--- config.mk ---
export PLATFORM = sky130hd
export DESIGN_NAME = line_sequencer
export DESIGN_NICKNAME = d
export VERILOG_FILES = /design/src/rtl/line_sequencer.sv
export SDC_FILE = /design/constraint.sdc
export NUM_CORES = 1
export LEC_CHECK = 0
export BUFFER_PORTS_ARGS = -buffer_cell sky130_fd_sc_hd__buf_2
export CAP_MARGIN = 25
export CORE_UTILIZATION = 25
export CTS_BUF_LIST = sky130_fd_sc_hd__clkbuf_4 sky130_fd_sc_hd__clkbuf_8 sky130_fd_sc_hd__clkbuf_16
export DETAILED_ROUTE_END_ITERATION = 10
export GPL_TIMING_DRIVEN = 0
export HOLD_SLACK_MARGIN = 0.02
export PLACE_DENSITY_LB_ADDON = 0.1
export SLEW_MARGIN = 0
export SYNTH_ARGS = -nofsm -noshare
export SYNTH_HDL_FRONTEND = slang
export SYNTH_SLANG_ARGS = --single-unit
--- constraint.sdc ---
create_clock -name clk -period 3.2 [get_ports clk]
set_input_delay 0.64 -clock clk [delete_from_list [all_inputs] [get_ports clk]]
set_output_delay 0.64 -clock clk [all_outputs]
set_load 0.02 [all_outputs]
--- src/rtl/line_sequencer.sv ---
// Point FIFO plus stroke sequencer feeding one line command at a time to the rasteriser.
// Optional LINE_SEQ_DUP_FILTER_EN: pen-down points equal to the anchor are consumed silently.
module line_sequencer #(
    parameter int WIDTH      = 10,
    parameter int FIFO_DEPTH = 8,
    parameter int MAX_X      = 639,
    parameter int MAX_Y      = 479
) (
    input  logic                          clk,
    input  logic                          reset,
    input  logic                          clk_en,
    input  logic [WIDTH-1:0]              pt_x,
    input  logic [WIDTH-1:0]              pt_y,
    input  logic                          pt_pen,
    input  logic                          pt_valid,
    output logic                          pt_ready,
    output logic                          overflow,
    output logic [WIDTH-1:0]              line_x0,
    output logic [WIDTH-1:0]              line_y0,
    output logic [WIDTH-1:0]              line_x1,
    output logic [WIDTH-1:0]              line_y1,
    output logic                          line_start,
    input  logic                          line_done,
    output logic                          busy,
    output logic [$clog2(FIFO_DEPTH):0]   fifo_level
);

    localparam int AW = $clog2(FIFO_DEPTH);
    localparam logic [WIDTH-1:0] XLIM = WIDTH'(MAX_X);
    localparam logic [WIDTH-1:0] YLIM = WIDTH'(MAX_Y);

    typedef enum logic [2:0] {IDLE, POP, START, ARM, WAIT} state_t;

    state_t            state;
    logic [2*WIDTH:0]  mem [FIFO_DEPTH];
    logic [AW-1:0]     wr_ptr, rd_ptr;
    logic [AW:0]       level;
    logic [WIDTH-1:0]  cx, cy, hx, hy, ax, ay;
    logic              hpen, anchor_valid, push, pop, dup;

    always_comb begin
        cx         = (pt_x > XLIM) ? XLIM : pt_x;
        cy         = (pt_y > YLIM) ? YLIM : pt_y;
        {hpen, hx, hy} = mem[rd_ptr];
        pt_ready   = (level != (AW+1)'(FIFO_DEPTH));
        push       = pt_valid & pt_ready;
        pop        = (state == POP);
        busy       = (level != '0) || (state != IDLE);
        fifo_level = level;
    end

`ifdef LINE_SEQ_DUP_FILTER_EN
    assign dup = anchor_valid && (hx == ax) && (hy == ay);
`else
    assign dup = 1'b0;
`endif

    always_ff @(posedge clk) begin
        if (clk_en && push)
            mem[wr_ptr] <= {pt_pen, cx, cy};
    end

    always_ff @(posedge clk or negedge reset) begin
        if (!reset) begin
            state        <= IDLE;
            wr_ptr       <= '0;
            rd_ptr       <= '0;
            level        <= '0;
            overflow     <= 1'b0;
            anchor_valid <= 1'b0;
            ax           <= '0;
            ay           <= '0;
            line_x0      <= '0;
            line_y0      <= '0;
            line_x1      <= '0;
            line_y1      <= '0;
            line_start   <= 1'b0;
        end else if (clk_en) begin
            if (push)
                wr_ptr <= wr_ptr + AW'(1);
            if (pop)
                rd_ptr <= rd_ptr + AW'(1);
            case ({push, pop})
                2'b10:   level <= level + (AW+1)'(1);
                2'b01:   level <= level - (AW+1)'(1);
                default: ;
            endcase
            if (pt_valid && !pt_ready)
                overflow <= 1'b1;

            case (state)
                IDLE: if (level != '0) state <= POP;
                POP: begin
                    if (!hpen) begin
                        anchor_valid <= 1'b0;
                        state        <= IDLE;
                    end else if (!anchor_valid) begin
                        ax           <= hx;
                        ay           <= hy;
                        anchor_valid <= 1'b1;
                        state        <= IDLE;
                    end else if (dup) begin
                        state <= IDLE;
                    end else begin
                        line_x0    <= ax;
                        line_y0    <= ay;
                        line_x1    <= hx;
                        line_y1    <= hy;
                        line_start <= 1'b1;
                        state      <= START;
                    end
                end
                START: begin
                    line_start <= 1'b0;
                    state      <= ARM;
                end
                // done may still be high from the previous line for one cycle
                ARM: state <= WAIT;
                WAIT: begin
                    if (line_done) begin
                        ax    <= line_x1;
                        ay    <= line_y1;
                        state <= IDLE;
                    end
                end
                default: state <= IDLE;
            endcase
        end
    end

endmodule

# Yosys cells after proc, flatten, opt, wreduce, memory -nomap -nowiden
# Memories as Yosys holds them, arrays and structs flattened.
# Cells that the tools add are included.
# word_totals
latch_bits	0
ff_bits	76
romBits	0
in_bits	26
ramBits	168
n_memories	1
word_cells	73
# op_classes
n_eq_ne	12
reduce_logical	18
n_addsub	4
multipliers	0
order_cmp	2
mux	22
bitwise	1
n_div	0
shifts	0
# memory_table
memory	depth	width	read_ports	rd_ports_with_merged_regs	write_ports	line_no	rtl
mem	8	21	1	0	1	35	logic [2*WIDTH:0] mem [FIFO_DEPTH];
# op_table
op	count
$mux 10	8
$pmux 10 s2	2
$pmux 3 s5	1
$gt 10x10->1 const B	1
$gt 10x9->1 const B	1
$ne 2x2->1 const B	5
$pmux 4 s2	1
$reduce_and 2->1	4
$reduce_and 4->1	2
$add 3x1->3 const B	2
$eq 3x2->1 const B	2
$mux 3	2
$reduce_bool 2->1	3
$mux 1	5
$reduce_and 5->1	1
$add 4x1->4 const B	1
$mux 2	2
$ne 4x4->1 const B	1
$reduce_bool 4->1	1
$sub 4x1->4 const B	1
$eq 3x1->1 const B	1
$eq 3x3->1 const B	1
$logic_not 3->1	1
$reduce_and 3->1	1
8 further kinds	9

# Logic depth before layout (Yosys ltp)
# depth
word_depth	5
ltp_mapped	10

# Worst setup path after synthesis
# No wires, ideal clock.
# synth_path
path_type	reg-to-reg
start	register level[1], in the netlist fifo_level[1]
end	memory mem[0][0] in the netlist's numbering (enable)
required_time_ns	2.775
setup_ns	0.425
path_stages_with_launch	7
slack_ns	-0.042
synth_period_minus_slack_ns	3.242
t_arrival_ns	2.817
cell_sequence	dfrtp_1 > nor3_1 > nand2_1 > and3_1 > clkbuf_1 > nand2b_1 > nor3_1
# synth_via
elab_chain_cells	5
# synth_lines
element	line_no	rtl
from (decl)	37	logic [AW:0] level;
from (signal assigned)	84	2'b10: level <= level + (AW+1)'(1);
from (signal assigned)	85	2'b01: level <= level - (AW+1)'(1);
$ne 4x4->1	45	pt_ready = (level != (AW+1)'(FIFO_DEPTH));
via pt_ready	16	output logic pt_ready,
$and 1x1->1	46	push = pt_valid & pt_ready;
$logic_and 1x1->1	59	if (clk_en && push)
$mux 1	59	
$mux 1 (implied by the code)	60	mem[wr_ptr] <= {pt_pen, cx, cy};
to (decl)	35	
# The timed path passes the listed nets, and every way through them passes these cells.

# Final worst setup path
# layout_path
start	register rd_ptr[2]
end	register ay[4]
# layout_via
elab_chain_cells	4
# layout_lines
element	line_no	rtl
from (decl)	36	logic [AW-1:0] wr_ptr, rd_ptr;
from (signal assigned)	82	rd_ptr <= rd_ptr + AW'(1);
$mem_v2 8x21 (*)	n/a	
$mux 10	97	end else if (!anchor_valid) begin
$mux 10	94	if (!hpen) begin
$pmux 10 s2	91	case (state)
to (signal assigned)	99	ay <= hy;
to (signal assigned)	122	ay <= line_y1;
to (decl)	38	logic [WIDTH-1:0] cx, cy, hx, hy, ax, ay;
# Mark *: on every way between the ends. The rest lies on a longest branch, timed or not. The select of a mux whose other input is x is not followed.
# A chain may end at the register's enable or synchronous reset.

==> Implementation_results.wiki <==
{| class="wikitable"
! Metric !! Value
|-
| Part of the Yosys area used for sequential elements || 70.04%
|-
| Library cells used by synthesis || 45
|-
| Mapped Cells || 536
|-
| Total leakage power || 0.004358 µW
|-
| I/O pin count || 74
|-
| Worst hold path class || primary input to flop
|-
| Buffers and inverters on the worst path || 3
|-
| ANT cells || 0
|-
| Data arrival, critical path || 3.24 ns
|-
| Capture instance of the worst register-to-register path || ay[4]
|-
| Number of filler instances in the final layout || 3848
|-
| Clock tree from TritonCTS || built
|-
| Worst Setup SP || rd_ptr[2]
|-
| Clk Tree Root Cell || clkbuf_16
|-
| Prevailing post-synth register cell || edfxtp_1
|-
| Post-DR vias/cell || 4.202
|-
| Final number of setup-violating endpoints || 0
|-
| Placeable core region || 38920 µm²
|-
| Portion of total power attributed to combinational logic || 33.5%
|-
| Netlist Area Pre-Place || 9918 µm²
|-
| Total Nets Final || 680
|-
| Inserted Clock Buffers || 27
|-
| Shortest clock period the worst path allows after layout || 2.832 ns
|-
| Remaining number of nets flagged by the antenna check after routing || 0
|-
| Clock network latency to the later pin of the worst-skew pair || 0.53 ns
|-
| Starting Density || 25.49%
|-
| Total grt overflow || 0
|-
| Number of synthesis warnings || 0
|-
| Reg2Reg Launch Point || rd_ptr[2]
|-
| R2r worst-path depth || 7
|-
| Worst clock skew on the final layout || 0.01507 ns
|-
| First-pass GRT wire length || 34.48 mm
|-
| Clock-pin transition on the worst setup and hold timing paths || 0.06 ns
|-
| Fin Setup TNS || 0 ns
|-
| Synth top area cells || edfxtp_1 51%, dfrtp_1 19%, mux2_2 7.7%
|-
| Final critical-path setup slack || 0.3684 ns
|-
| Sink of the worst hold path || mem[4][20]
|-
| Setup repair bufs after CTS || 0
|-
| Net switching power || 3639 µW
|-
| Power share of the sequential group || 39.1%
|-
| R2R Setup Slk || 0.37 ns
|-
| Initial antenna violation count || 1
|-
| Fraction of met3 tracks used by global routing || 2.106%
|-
| Maximum number of pins on one net before global-route repair || 66
|-
| Global placement routability congestion || 0.6786
|-
| CTS Buffer Depth || 3
|-
| Worst-margin pin slew || 1.001 ns
|-
| Met2 track utilization from global routing || 18.55%
|-
| Cell family contributing the most delay on the critical path || buffers and inverters
|-
| Clock power frac || 27.4%
|-
| RSZ-0062 raised after global routing || no
|-
| Crit end category || flop
|-
| Setup CP Type || flop to flop
|-
| Post-synthesis register bit count || 244
|-
| Post-synth EDFFs || 168
|-
| Vias after detailed routing || 4988
|-
| Endpoints failing hold || 0
|-
| Avg Synthesized Cell Area || 18.50 µm²
|-
| Number of search-and-repair iterations in the first detailed-routing pass || 4
|-
| Drt wl/cell || 18.74 µm
|-
| Commonest non-fill, non-tap cell in the layout || edfxtp_1
|-
| Number of standard-cell rows in the floorplan || 72
|-
| Required time of the critical path || 3.61 ns
|-
| Fmax || 0.3532 GHz
|-
| Clk sinks || 244
|-
| Number of pins with negative max-slew slack in the final report || 0
|-
| Die Height || 201.2 µm
|-
| Leading cell types in the layout, fill and taps excluded || 168 x edfxtp_1, 81 x buf_2, 76 x dfrtp_1, 68 x mux2_2, 27 x clkbuf_16
|-
| Number of max-capacitance violations reported || 0
|-
| Peak-usage layer in the global routing report || met2
|-
| DIE AREA || 40470 µm²
|-
| Total detailed-routing wirelength || 22.25 mm
|-
| H-tree depth || 1
|-
| Cell type of the slowest stage on the worst timing path || buf_1
|-
| Via count of the first global-routing pass || 5490
|-
| Global-route usage over all layers || 11.21%
|-
| Share of async-settable or async-resettable flops after synthesis || 31.15%
|-
| Power density over the cells || 942.8 nW/µm²
|-
| Fraction of final layout cells with drive strength greater than 1 || 37.67%
|-
| First DRT Iteration DRCs || 280
|-
| Dpl ws || 0.3002 ns
|-
| Switching share of total power || 32.12%
|-
| Top-area cell type share of the netlist area || 50.86%
|-
| Worst vdd ir || 0.0003150 V
|-
| Post-route clock period utilization || 88.49%
|-
| Sequential cell area || 6947 µm²
|-
| Area used by multi-input combinational logic || 2846 µm²
|-
| Rel. slew slack || 33.25%
|-
| Die Width || 201.2 µm
|-
| CP Cell Sequence || buf_6 -> buf_2 -> buf_1 -> mux4_2 -> mux2i_1 -> o21ai_0 -> mux2_2
|-
| Critical Path Fanout Max || 10
|-
| Synth area leader || edfxtp_1
|-
| Post-route worst hold slack || 0.4034 ns
|-
| Beginning of the worst hold path || pt_pen
|-
| GR Util met1 || 15.11%
|-
| CP Launch Type || flop
|-
| Residual DRC count || 0
|-
| Longest individual stage delay on the worst path || 0.71 ns
|-
| Detailed-placement wirelength estimate || 14.05 mm
|-
| Result of the run || finished clean
|-
| Design internal power || 7690 µW
|-
| Worst hold path cell count || 1
|-
| Growth of design area from synthesis to finish || 21.14%
|-
| Port buffer count || 73
|}
==> synth_stat cells (all sizes together), types with 4 or more instances <==
library cell / count
nand2: 23
nor2: 10
edfxtp: 168
mux2: 74
nand2b: 16
mux4: 40
a21oi: 4
mux2i: 25
o21ai: 12
ha: 5
xor2: 4
buf: 17
dfrtp: 76
inv: 12
nor2b: 9
xnor2: 5
clkbuf: 10
==> repair_timing <==
item / in CTS / in global routing
hold endpoints to repair: 11 / 0
endpoints found under the setup margin: 0 / 0
gates resized for setup: 0 / 0
hold buffers: 1 / 0
==> worst max path at each step <==
stage | cells past startpoint | to
floorplan | 6 | mem[4][0]
global placement | 5 | mem[4][14]
detailed placement | 6 | mem[0][12]
CTS | 7 | ay[4]
global route | 7 | ay[4]
finish | 7 | ay[4]
==> area by class of cell <==
| cell class | count | area share, % |
|---|---|---|
| clock buffer | 36 | 6.238 |
| tap | 518 | 5.394 |
| timing repair buffer | 77 | 3.832 |
| buffer | 27 | 1.447 |
| clock inverter | 13 | 1.208 |
| inverter | 12 | 0.3749 |
| sequential | 244 | 57.82 |
| multi-input combinational | 260 | 23.69 |
==> registers in the layout (all words and copies together) (netlist names) <==
register and cells:
line_x1 10, line_y0 10, state 3, line_start 1
ay 10, rd_ptr 3, overflow 1, mem 168
ax 10, wr_ptr 3, line_y1 10, anchor_valid 1
fifo_level 4, line_x0 10
==> worst reg2reg max path, stage by stage, from the launching register on <==
cell,delay [ns]
dfrtp_1,0.34
buf_6,0.14
buf_2,0.28
buf_1,0.71
mux4_2,0.41
mux2i_1,0.39
o21ai_0,0.15
mux2_2,0.28
==> layer usage <==
metal | vias to the layer above | part of all wire (%)
met4 | 0 | 1.7
met1 | 2586 | 46
met3 | 26 | 4.4
li1 | 2288 | -
met5 | - | 0
met2 | 88 | 48
==> power by group through the flow <==
| stage | clock network, µW | registers [µW] | logic, µW |
|---|---|---|---|
| floorplan | 0 | 4760 | 2320 |
| global placement | 0 | 4470 | 3790 |
| detailed placement | 0 | 4500 | 3890 |
| CTS | 3190 | 4440 | 3910 |
| global route | 3330 | 4530 | 4130 |
| finish | 3100 | 4430 | 3800 |
==> logic make-up (layout without fill, tap and decap cells) <==
kind of cell | after synthesis | in the layout | share of synthesized area (%)
DFF | 244 | 244 | 70.04
muxes | 139 | 139 | 20.76
and+or+nand+nor | 72 | 72 | 3.722
buffers and inverters | 39 | 165 | 2.208
AOI/OAI and AO/OA | 27 | 27 | 1.804
xor gates and xnor gates | 9 | 9 | 0.7947
adders and majority gates | 5 | 5 | 0.6308
other | 1 | 8 | 0.03781
==> metrics by stage <==
| step | util [%] | area, µm² | cells | total power, µW |
|---|---|---|---|---|
| final | 30.87 | 12020 | 1187 | 11330 |
| after global placement | 28.18 | 10970 | 1134 | 8257 |
| after floorplan | - | 9955 | 543 | 7073 |
| after CTS | 30.87 | 12020 | 1187 | 11540 |
| after detailed placement | 28.55 | 11110 | 1137 | 8390 |
| after global routing | 30.87 | 12020 | 1187 | 11980 |
Note: power is estimated with default switching activity, not from simulation.
